### src/rtl/jtag_scan_master_if.sv
// Request/response bundle between a scan client and jtag_scan_master.
// The client (master modport) issues start with the scan parameters.
// The scan engine (slave modport) returns the captured data and status pulses.
interface jtag_scan_master_if;
    logic        start;
    logic        is_ir;
    logic [5:0]  len;
    logic [31:0] shift_in;
    logic [31:0] shift_out;
    logic        busy;
    logic        done;
    logic        err;

    modport master (
        output start, is_ir, len, shift_in,
        input  shift_out, busy, done, err
    );

    modport slave (
        input  start, is_ir, len, shift_in,
        output shift_out, busy, done, err
    );
endinterface

### src/rtl/jtag_scan_master.sv
// jtag_scan_master: drives a single IR or DR scan through a target TAP,
// starting from Run-Test/Idle and returning to it. Bits are shifted LSB first.
// Captured TDO bits are collected into shift_out.
// Optional feature: define JTAG_MASTER_RESET_SEQ_EN to emit a TAP reset
// sequence (TMS=1 x5, then 0) after TRST is released.
module jtag_scan_master #(
    parameter int MAX_LEN = 32,   // longest scan accepted, 1..32
    parameter int TDO_LAT = 1     // TCK cycles from TDI drive to matching TDO, 1..3
) (
    input  logic                TCK,
    input  logic                TRST,
    jtag_scan_master_if.slave   bus,
    output logic                TMS,
    output logic                TDI,
    input  logic                TDO
);

    typedef enum logic [2:0] {
        IDLE,
        SEL_DR,
        SEL_IR,
        CAPTURE,
        SHIFT,
        EXIT1,
        UPDATE
`ifdef JTAG_MASTER_RESET_SEQ_EN
        , RST_SEQ
`endif
    } state_t;

`ifdef JTAG_MASTER_RESET_SEQ_EN
    localparam state_t RESET_STATE = RST_SEQ;
`else
    localparam state_t RESET_STATE = IDLE;
`endif

    localparam logic [6:0] MAX_LEN_W = 7'(MAX_LEN);

    state_t      state_reg, state_next;
    logic [4:0]  cnt_reg, cnt_next;      // shift bit index / capture and reset-seq counter
    logic [5:0]  len_reg;
    logic        is_ir_reg;
    logic [31:0] sdata_reg;
    logic [31:0] shift_out_reg;
    logic [31:0] shift_out_mux;
    logic        tms_reg, tms_next;
    logic        tdi_reg, tdi_next;
    logic        busy_reg, done_reg, err_reg;
    logic        done_next, err_next;
    logic        accept;
    logic        len_ok;

    // Stage k says "bit pipe_idx_reg[k] was driven on TDI k cycles ago";
    // the last stage marks the cycle in which TDO carries that bit.
    logic [TDO_LAT:0] pipe_vld_reg;
    logic [4:0]       pipe_idx_reg [0:TDO_LAT];

    assign len_ok = (bus.len != 6'd0) && ({1'b0, bus.len} <= MAX_LEN_W);

    // Next-state and next-output decode; TMS/TDI values are for the phase being entered.
    always_comb begin
        state_next = state_reg;
        cnt_next   = cnt_reg;
        tms_next   = 1'b0;
        done_next  = 1'b0;
        err_next   = 1'b0;
        accept     = 1'b0;
        case (state_reg)
            IDLE: begin
                if (bus.start) begin
                    if (len_ok) begin
                        accept     = 1'b1;
                        state_next = SEL_DR;
                        cnt_next   = 5'd0;
                        tms_next   = 1'b1;
                    end else begin
                        err_next = 1'b1;
                    end
                end
            end
            SEL_DR: begin
                if (is_ir_reg) begin
                    state_next = SEL_IR;
                    tms_next   = 1'b1;
                end else begin
                    state_next = CAPTURE;
                    cnt_next   = 5'd0;
                end
            end
            SEL_IR: begin
                state_next = CAPTURE;
                cnt_next   = 5'd0;
            end
            CAPTURE: begin
                // Two TMS=0 cycles: into Capture, then into Shift.
                if (cnt_reg == 5'd0) begin
                    cnt_next = 5'd1;
                end else begin
                    state_next = SHIFT;
                    cnt_next   = 5'd0;
                    tms_next   = (len_reg == 6'd1);
                end
            end
            SHIFT: begin
                if (({1'b0, cnt_reg} + 6'd1) == len_reg) begin
                    state_next = EXIT1;
                    tms_next   = 1'b1;
                end else begin
                    cnt_next = cnt_reg + 5'd1;
                    tms_next = (({1'b0, cnt_reg} + 6'd2) == len_reg);
                end
            end
            EXIT1: begin
                state_next = UPDATE;
            end
            UPDATE: begin
                state_next = IDLE;
                done_next  = 1'b1;
            end
`ifdef JTAG_MASTER_RESET_SEQ_EN
            RST_SEQ: begin
                if (cnt_reg == 5'd6) begin
                    state_next = IDLE;
                end else begin
                    cnt_next = cnt_reg + 5'd1;
                    tms_next = (cnt_reg < 5'd5);
                end
            end
`endif
            default: begin
                state_next = IDLE;
            end
        endcase
        tdi_next = (state_next == SHIFT) ? sdata_reg[cnt_next] : 1'b1;
    end

    // State, registered pin outputs, status pulses and request latch.
    always_ff @(posedge TCK or posedge TRST) begin
        if (TRST) begin
            state_reg <= RESET_STATE;
            cnt_reg   <= 5'd0;
            tms_reg   <= 1'b1;
            tdi_reg   <= 1'b1;
            busy_reg  <= 1'b0;
            done_reg  <= 1'b0;
            err_reg   <= 1'b0;
            len_reg   <= 6'd0;
            is_ir_reg <= 1'b0;
            sdata_reg <= 32'd0;
        end else begin
            state_reg <= state_next;
            cnt_reg   <= cnt_next;
            tms_reg   <= tms_next;
            tdi_reg   <= tdi_next;
            busy_reg  <= (state_next != IDLE);
            done_reg  <= done_next;
            err_reg   <= err_next;
            if (accept) begin
                len_reg   <= bus.len;
                is_ir_reg <= bus.is_ir;
                sdata_reg <= bus.shift_in;
            end
        end
    end

    // Track which shift bit each TDO cycle belongs to.
    always_ff @(posedge TCK or posedge TRST) begin
        if (TRST) begin
            pipe_vld_reg <= '0;
            for (int k = 0; k <= TDO_LAT; k++) begin
                pipe_idx_reg[k] <= 5'd0;
            end
        end else begin
            pipe_vld_reg[0] <= (state_next == SHIFT);
            pipe_idx_reg[0] <= cnt_next;
            for (int k = 1; k <= TDO_LAT; k++) begin
                pipe_vld_reg[k] <= pipe_vld_reg[k-1];
                pipe_idx_reg[k] <= pipe_idx_reg[k-1];
            end
        end
    end

    // Capture TDO into its bit slot; a new request clears the previous result.
    always_ff @(posedge TCK or posedge TRST) begin
        if (TRST) begin
            shift_out_reg <= 32'd0;
        end else if (accept) begin
            shift_out_reg <= 32'd0;
        end else if (pipe_vld_reg[TDO_LAT]) begin
            shift_out_reg[pipe_idx_reg[TDO_LAT]] <= TDO;
        end
    end

    // With the longest TDO latency the final bit arrives in the done cycle,
    // so the bit currently on TDO is merged in to make shift_out valid there.
    always_comb begin
        shift_out_mux = shift_out_reg;
        if (pipe_vld_reg[TDO_LAT]) begin
            shift_out_mux[pipe_idx_reg[TDO_LAT]] = TDO;
        end
    end

    assign TMS           = tms_reg;
    assign TDI           = tdi_reg;
    assign bus.busy      = busy_reg;
    assign bus.done      = done_reg;
    assign bus.err       = err_reg;
    assign bus.shift_out = shift_out_mux;

endmodule

### src/flat_wrapper.sv
// flat-port wrapper written by rule: the top's interface ports become plain ports
module jtag_scan_master_flat 
#(
    parameter int MAX_LEN = 32,                                  
    parameter int TDO_LAT = 1                                                       
)
  (TCK, TRST, TMS, TDI, TDO, bus_start, bus_is_ir, bus_len, bus_shift_in, bus_shift_out, bus_busy, bus_done, bus_err);
  jtag_scan_master_if bus_i ();
  input  logic TCK;
  input  logic TRST;
  output logic TMS;
  output logic TDI;
  input  logic TDO;
  input wire logic [$bits(bus_i.start)-1:0] bus_start;
  input wire logic [$bits(bus_i.is_ir)-1:0] bus_is_ir;
  input wire logic [$bits(bus_i.len)-1:0] bus_len;
  input wire logic [$bits(bus_i.shift_in)-1:0] bus_shift_in;
  output wire logic [$bits(bus_i.shift_out)-1:0] bus_shift_out;
  output wire logic [$bits(bus_i.busy)-1:0] bus_busy;
  output wire logic [$bits(bus_i.done)-1:0] bus_done;
  output wire logic [$bits(bus_i.err)-1:0] bus_err;
  assign bus_i.start = bus_start;
  assign bus_i.is_ir = bus_is_ir;
  assign bus_i.len = bus_len;
  assign bus_i.shift_in = bus_shift_in;
  assign bus_shift_out = bus_i.shift_out;
  assign bus_busy = bus_i.busy;
  assign bus_done = bus_i.done;
  assign bus_err = bus_i.err;
  jtag_scan_master #(.MAX_LEN(MAX_LEN), .TDO_LAT(TDO_LAT)) u_core (.TCK(TCK), .TRST(TRST), .bus(bus_i), .TMS(TMS), .TDI(TDI), .TDO(TDO));
endmodule
### config.mk
export PLATFORM = sky130hd
export DESIGN_NAME = jtag_scan_master_flat
export DESIGN_NICKNAME = d
export VERILOG_FILES = /design/src/rtl/jtag_scan_master_if.sv /design/src/rtl/jtag_scan_master.sv /design/src/flat_wrapper.sv
export SDC_FILE = /design/constraint.sdc
export NUM_CORES = 1
export LEC_CHECK = 0
export CAP_MARGIN = 15
export CORE_ASPECT_RATIO = 0.8
export CORE_MARGIN = 2
export CORE_UTILIZATION = 67
export DETAILED_ROUTE_END_ITERATION = 16
export DONT_BUFFER_PORTS = 1
export GPL_ROUTABILITY_DRIVEN = 1
export PLACE_DENSITY = 0.83
export RECOVER_POWER = 25
export SETUP_SLACK_MARGIN = 0.5
export SLEW_MARGIN = 25
export SYNTH_ARGS = -nofsm -noshare
export SYNTH_HDL_FRONTEND = slang
export SYNTH_SLANG_ARGS = --single-unit
### constraint.sdc
create_clock -name TCK -period 8.5 [get_ports TCK]
set_clock_uncertainty 0.15 [all_clocks]
set_input_delay 0.425 -clock TCK [delete_from_list [all_inputs] [get_ports TCK]]
set_output_delay 0.425 -clock TCK [all_outputs]
set_load 0.02 [all_outputs]
# Word level (Yosys, flattened, before mapping)
# Index checks and enable logic that the tools add are counted.
# W data, S select, Z words.
# classes
addsub	3
n_mul	0
n_div	0
order_cmp	4
n_eq_ne	10
shifts	0
mux	31
n_bitwise	0
reduce_logical	6
# ops
op	n
$mux W32	2
$bwmux W32	1
$pmux W5 S5	1
$mux W5	4
$pmux W3 S6	1
$mux W1	15
$eq A3 B3 Y1 const B	4
$eq A6 B6 Y1	2
$lt A5 B6 Y1 const B	2
$mux W3	4
$add A5 B1 Y6 const B	1
$add A5 B2 Y6 const B	1
$eq A3 B2 Y1 const B	2
$eq A6 B1 Y1 const B	1
$le A6 B6 Y1 const B	1
$reduce_bool A6 Y1	1
$add A5 B1 Y5 const B	1
$bmux W1 S5	1
$demux W1 S5	1
$ge A5 B1 Y1 const B	1
$logic_not A5 Y1	1
$pmux W1 S4	1
$eq A3 B1 Y1 const B	1
$logic_not A3 Y1	1
2 further kinds	3
# word_totals
register_bits	91
latch_bits	0
ram_bits	0
romBits	0
out_inout_bits	37
elab_cells	67
mem_count	0

# Logic depth before layout (Yosys ltp)
# logic_depth
word_depth	8
mapped_depth	13
depth_no_buf	12

# Worst setup path after synthesis
# Ideal clock, no wire load.
# synth_timing
path_type	reg2reg
startpoint	reg u_core.cnt_reg[0]
endpoint	reg u_core.tdi_reg, in the netlist u_core.TDI
setup_time_ns	0.094
t_arrival_ns	3.062
t_required_ns	8.256
path_slack_ns	5.194
stages_incl_launch_ff	12
path_buffers	1
path_cell_list	dfrtp_1 -> ha_1 -> buf_2 -> o21ba_2 -> a221oi_1 -> o32a_2 -> a21oi_1 -> o211ai_2 -> mux2_2 -> o31ai_1 -> nor3_1 -> or4_1
# synth_via
elab_chain_cells	7
elab_cells_between_ends	17
classes_between	add/sub: 2; eq/ne: 2; mux: 12; reduce/logical: 1
# synth_rtl
item	line_no	rtl
start: declaration	jtag_scan_master.sv:40	logic [4:0] cnt_reg, cnt_next;
start signal: assignment	jtag_scan_master.sv:152	cnt_reg <= cnt_next;
$add A5 B1 Y6	jtag_scan_master.sv:105	if (({1'b0, cnt_reg} + 6'd1) == len_reg) begin
$eq A6 B6 Y1	jtag_scan_master.sv:105	
$mux W5	jtag_scan_master.sv:105	
$pmux W5 S5	jtag_scan_master.sv:68	case (state_reg)
$bmux W1 S5	jtag_scan_master.sv:134	tdi_next = (state_next == SHIFT) ? sdata_reg[cnt_next] : 1'b1;
$mux W1 (not written as such)	jtag_scan_master.sv:134	
$mux W1 *	jtag_scan_master.sv:134	
net u_core.tdi_next	jtag_scan_master.sv:47	logic tdi_reg, tdi_next;
end signal: assignment	jtag_scan_master.sv:154	tdi_reg <= tdi_next;
end: declaration	jtag_scan_master.sv:47	
# The timed path passes the listed nets; every way through them passes the cells marked *. The select of a mux whose other input is x is not followed.
# A chain may end at the register's enable or synchronous reset.

==> run summary <==
CP Cell Sequence: clkinvlp_2, clkbuf_1
Final HPWL DP: 6160 um
CP max stage cell: clkbuf_1
status: complete, but fails checks
Reg power frac: 58.9%
gpl congestion: 0.883
Distinct cells, synth: 57
Pre-antenna DRT Iters: 6
CTS Hold Bufs: 0
synth top area cells: dfrtp_1, mux2_2, nor2b_1
ANT nets after route: 0
Simple-Gate Fraction of Synth Area: 15.5%
WL/cell: 18.5 um
Synth Area in XOR/XNOR: 2.07%
largest net degree at the start of global routing: 92
main combinational cell family by area after synthesis: multiplexers
Placed Area: 4630 um^2
port buffer count: 0
die height: 78.0 um
CTS tree: done
DP Cell Count: 464
min cycle time layout: 4.53 ns
Clock Latency Late Sink: 0.36 ns
Mapped Area: 4590 um^2
Buf+Inv Stages, Crit Path: 2
Critical Path RT: 7.74 ns
Least-Margin Pin Slew: 4.62 ns
Clk pwr share: 36.4%
area delta synth->final: 4.97%
DRC viols: 0
fin crit share: 53.4%
final setup TNS: 0 ns
power density over cell area: 156 nW/um^2
diodes inserted: 0
GRT Util Overall: 25.7%
switching share of power: 24.4%
Synth top area share: 48.6%
Async S/R FF share, synth: 100%
Synth Area in Compound Gates: 6.66%
final instance area: 4810 um^2
vias in the first global route: 3,039
crit-path leading delay family: buffers and inverters
Pint: 568 uW
post-CTS setup buffer count: 0
Starting DRT DRC Count: 180
Max Freq: 221 MHz
routed vias: 2,958
Yosys warning count: 0
Num CTS Buffers: 9
max-cap violations: 1
root buffer cell: clkbuf_8
initial antenna violation count: 1
max_slew headroom: -208%
Final Non-Filler Cells: 480
Row Count: 26
H-tree levels: 3
Synth Instances: 396
Yosys top cell by area: dfrtp_1
Final #Nets: 437
syn avg cell area: 11.6 um^2
mux contribution to synthesized area: 22.4%
EDFF count, synth: 0
WHS: 0.0619 ns
clock sink count: 91
vias per cell: 6.16
sequential element share of the synthesized area: 49.7%
Core ar.: 6510 um^2
Initial Util: 70.5%
crit path max fanout: 91
Worst-path clk slew: 0.09 ns
#FFs+latches synth: 91
Routed WL: 8890 um
P_sw: 183 uW
violated checks: max-capacitance violations, max-slew violations
first-pass GRT wire length: 14,800 um
Die Span X: 96.5 um
Largest stage delay, worst path: 3.20 ns
Hold/Removal Path Class: input pin to flip-flop
Syn Nets: 442
endpoint class of the critical path: async pin
RSZ-0062 raised after global routing: false
Combinational Power Share: 4.7%
post-CTS resize count: 0
DIE AREA: 7530 um^2
P_leak: 2.23 nW
area share of fa/ha/maj cells after synthesis: 0.819%
type of origin of the critical path: input pin
IO Pins: 80
Final Max Tran Viols: 92
Max clock buf depth: 2
layout cell share with drive strength beyond 1: 27.8%
top_reg_cell synth: dfrtp_1
final setup fails: 0
Crit path arrival time: 3.77 ns
Crit Path Category: input pin to async pin
Final Hold Vio Count: 0
GRT overflow: 0
VDD IR max: 0.000110 V
Finished Core Util: 74.0%
==> Yosys cell counts (all sizes together) (3+ instances only) <==
| cell | number |
|---|---|
| a31oi | 3 |
| buf | 6 |
| clkbuf | 12 |
| dfrtp | 89 |
| ha | 3 |
| inv | 10 |
| mux2 | 76 |
| mux2i | 17 |
| nand2 | 28 |
| nand3 | 7 |
| nand3b | 5 |
| nor2 | 28 |
| nor2b | 34 |
| nor3 | 5 |
| nor3b | 4 |
| nor4b | 3 |
| o21ai | 7 |
| o22ai | 3 |
| o311ai | 3 |
| or2 | 4 |
| xnor2 | 5 |
| xor2 | 5 |
==> cell families after synthesis <==
family / Yosys count
adder cells (fa/ha/maj): 3
flip-flops: 91
AO/OA/AOI/OAI: 38
XOR/XNOR: 10
buffers and inverters: 28
multiplexers: 93
AND/OR/NAND/NOR: 133
==> power by group through the flow <==
stage | logic [mW] | clock network [mW] | registers, mW
finish | 0.0355 | 0.273 | 0.442
floorplan | 0.0324 | 0 | 0.450
CTS | 0.0370 | 0.279 | 0.442
global route | 0.0395 | 0.299 | 0.443
global placement | 0.0360 | 0 | 0.450
detailed placement | 0.0368 | 0 | 0.451
==> worst paths after layout <==
| check | from | to | slack, ns | cells past startpoint |
|---|---|---|---|---|
| setup / recovery | TRST | u_core.len_reg[4] | 3.97 | 2 |
| hold / removal | bus_shift_in[10] | u_core.sdata_reg[10] | 0.06 | 1 |
| setup reg to reg | u_core.cnt_reg[0] | u_core.TDI | 4.60 | 10 |
| hold reg to reg | u_core.pipe_vld_reg[0] | u_core.pipe_vld_reg[1] | 0.20 | 0 |
| max in group TCK | u_core.cnt_reg[0] | u_core.TDI | 4.60 | 10 |
| min in group asynchronous | TRST | u_core.shift_out_reg[29] | 1.62 | 2 |
==> cell type report <==
type                       count  area [um^2]
fill                         459         1690
tap                           84          105
timing repair buffer           2         11.3
clock buffer                  10          138
multi-input combinational    277         2190
sequential                    91         2280
inverter                      10         38.8
clock inverter                 6         48.8
==> metal layers <==
metal  routed length, um  GRT usage, %  part of all wire [%]
met5                   0             0                     0
met4                  85          6.90                  0.96
met3                 744          11.0                   8.4
met2                4190          39.0                    47
met1                3870          34.0                    44
==> cell usage in the layout (no fill, tap or decap), drive strengths merged, types with 2 or more instances in the layout <==
cell type  count
a21oi          2
o22ai          3
dfrtp         89
nor2          28
mux2i         17
nor3b          4
nor4b          3
a31oi          3
inv           11
clkbuf        11
and2           2
o311ai         3
xor2           5
nor2b         34
nor3           5
and3           2
a211oi         2
o31ai          2
or4            2
or2            4
o21ai          7
clkinv         2
nand2         28
nor4           2
nand4b         2
mux2          76
nand3          7
or3b           2
clkinvlp       3
ha             3
xnor2          5
nand3b         5
dfstp          2
==> metrics by stage <==
step                total power [mW]  setup WS, ns
floorplan                      0.482          5.19
global placement               0.486          4.60
detailed placement             0.488          4.42
CTS                            0.759          4.40
global route                   0.782          2.97
finish                         0.751          3.97
No activity file was read; power rests on OpenSTA's default activity.
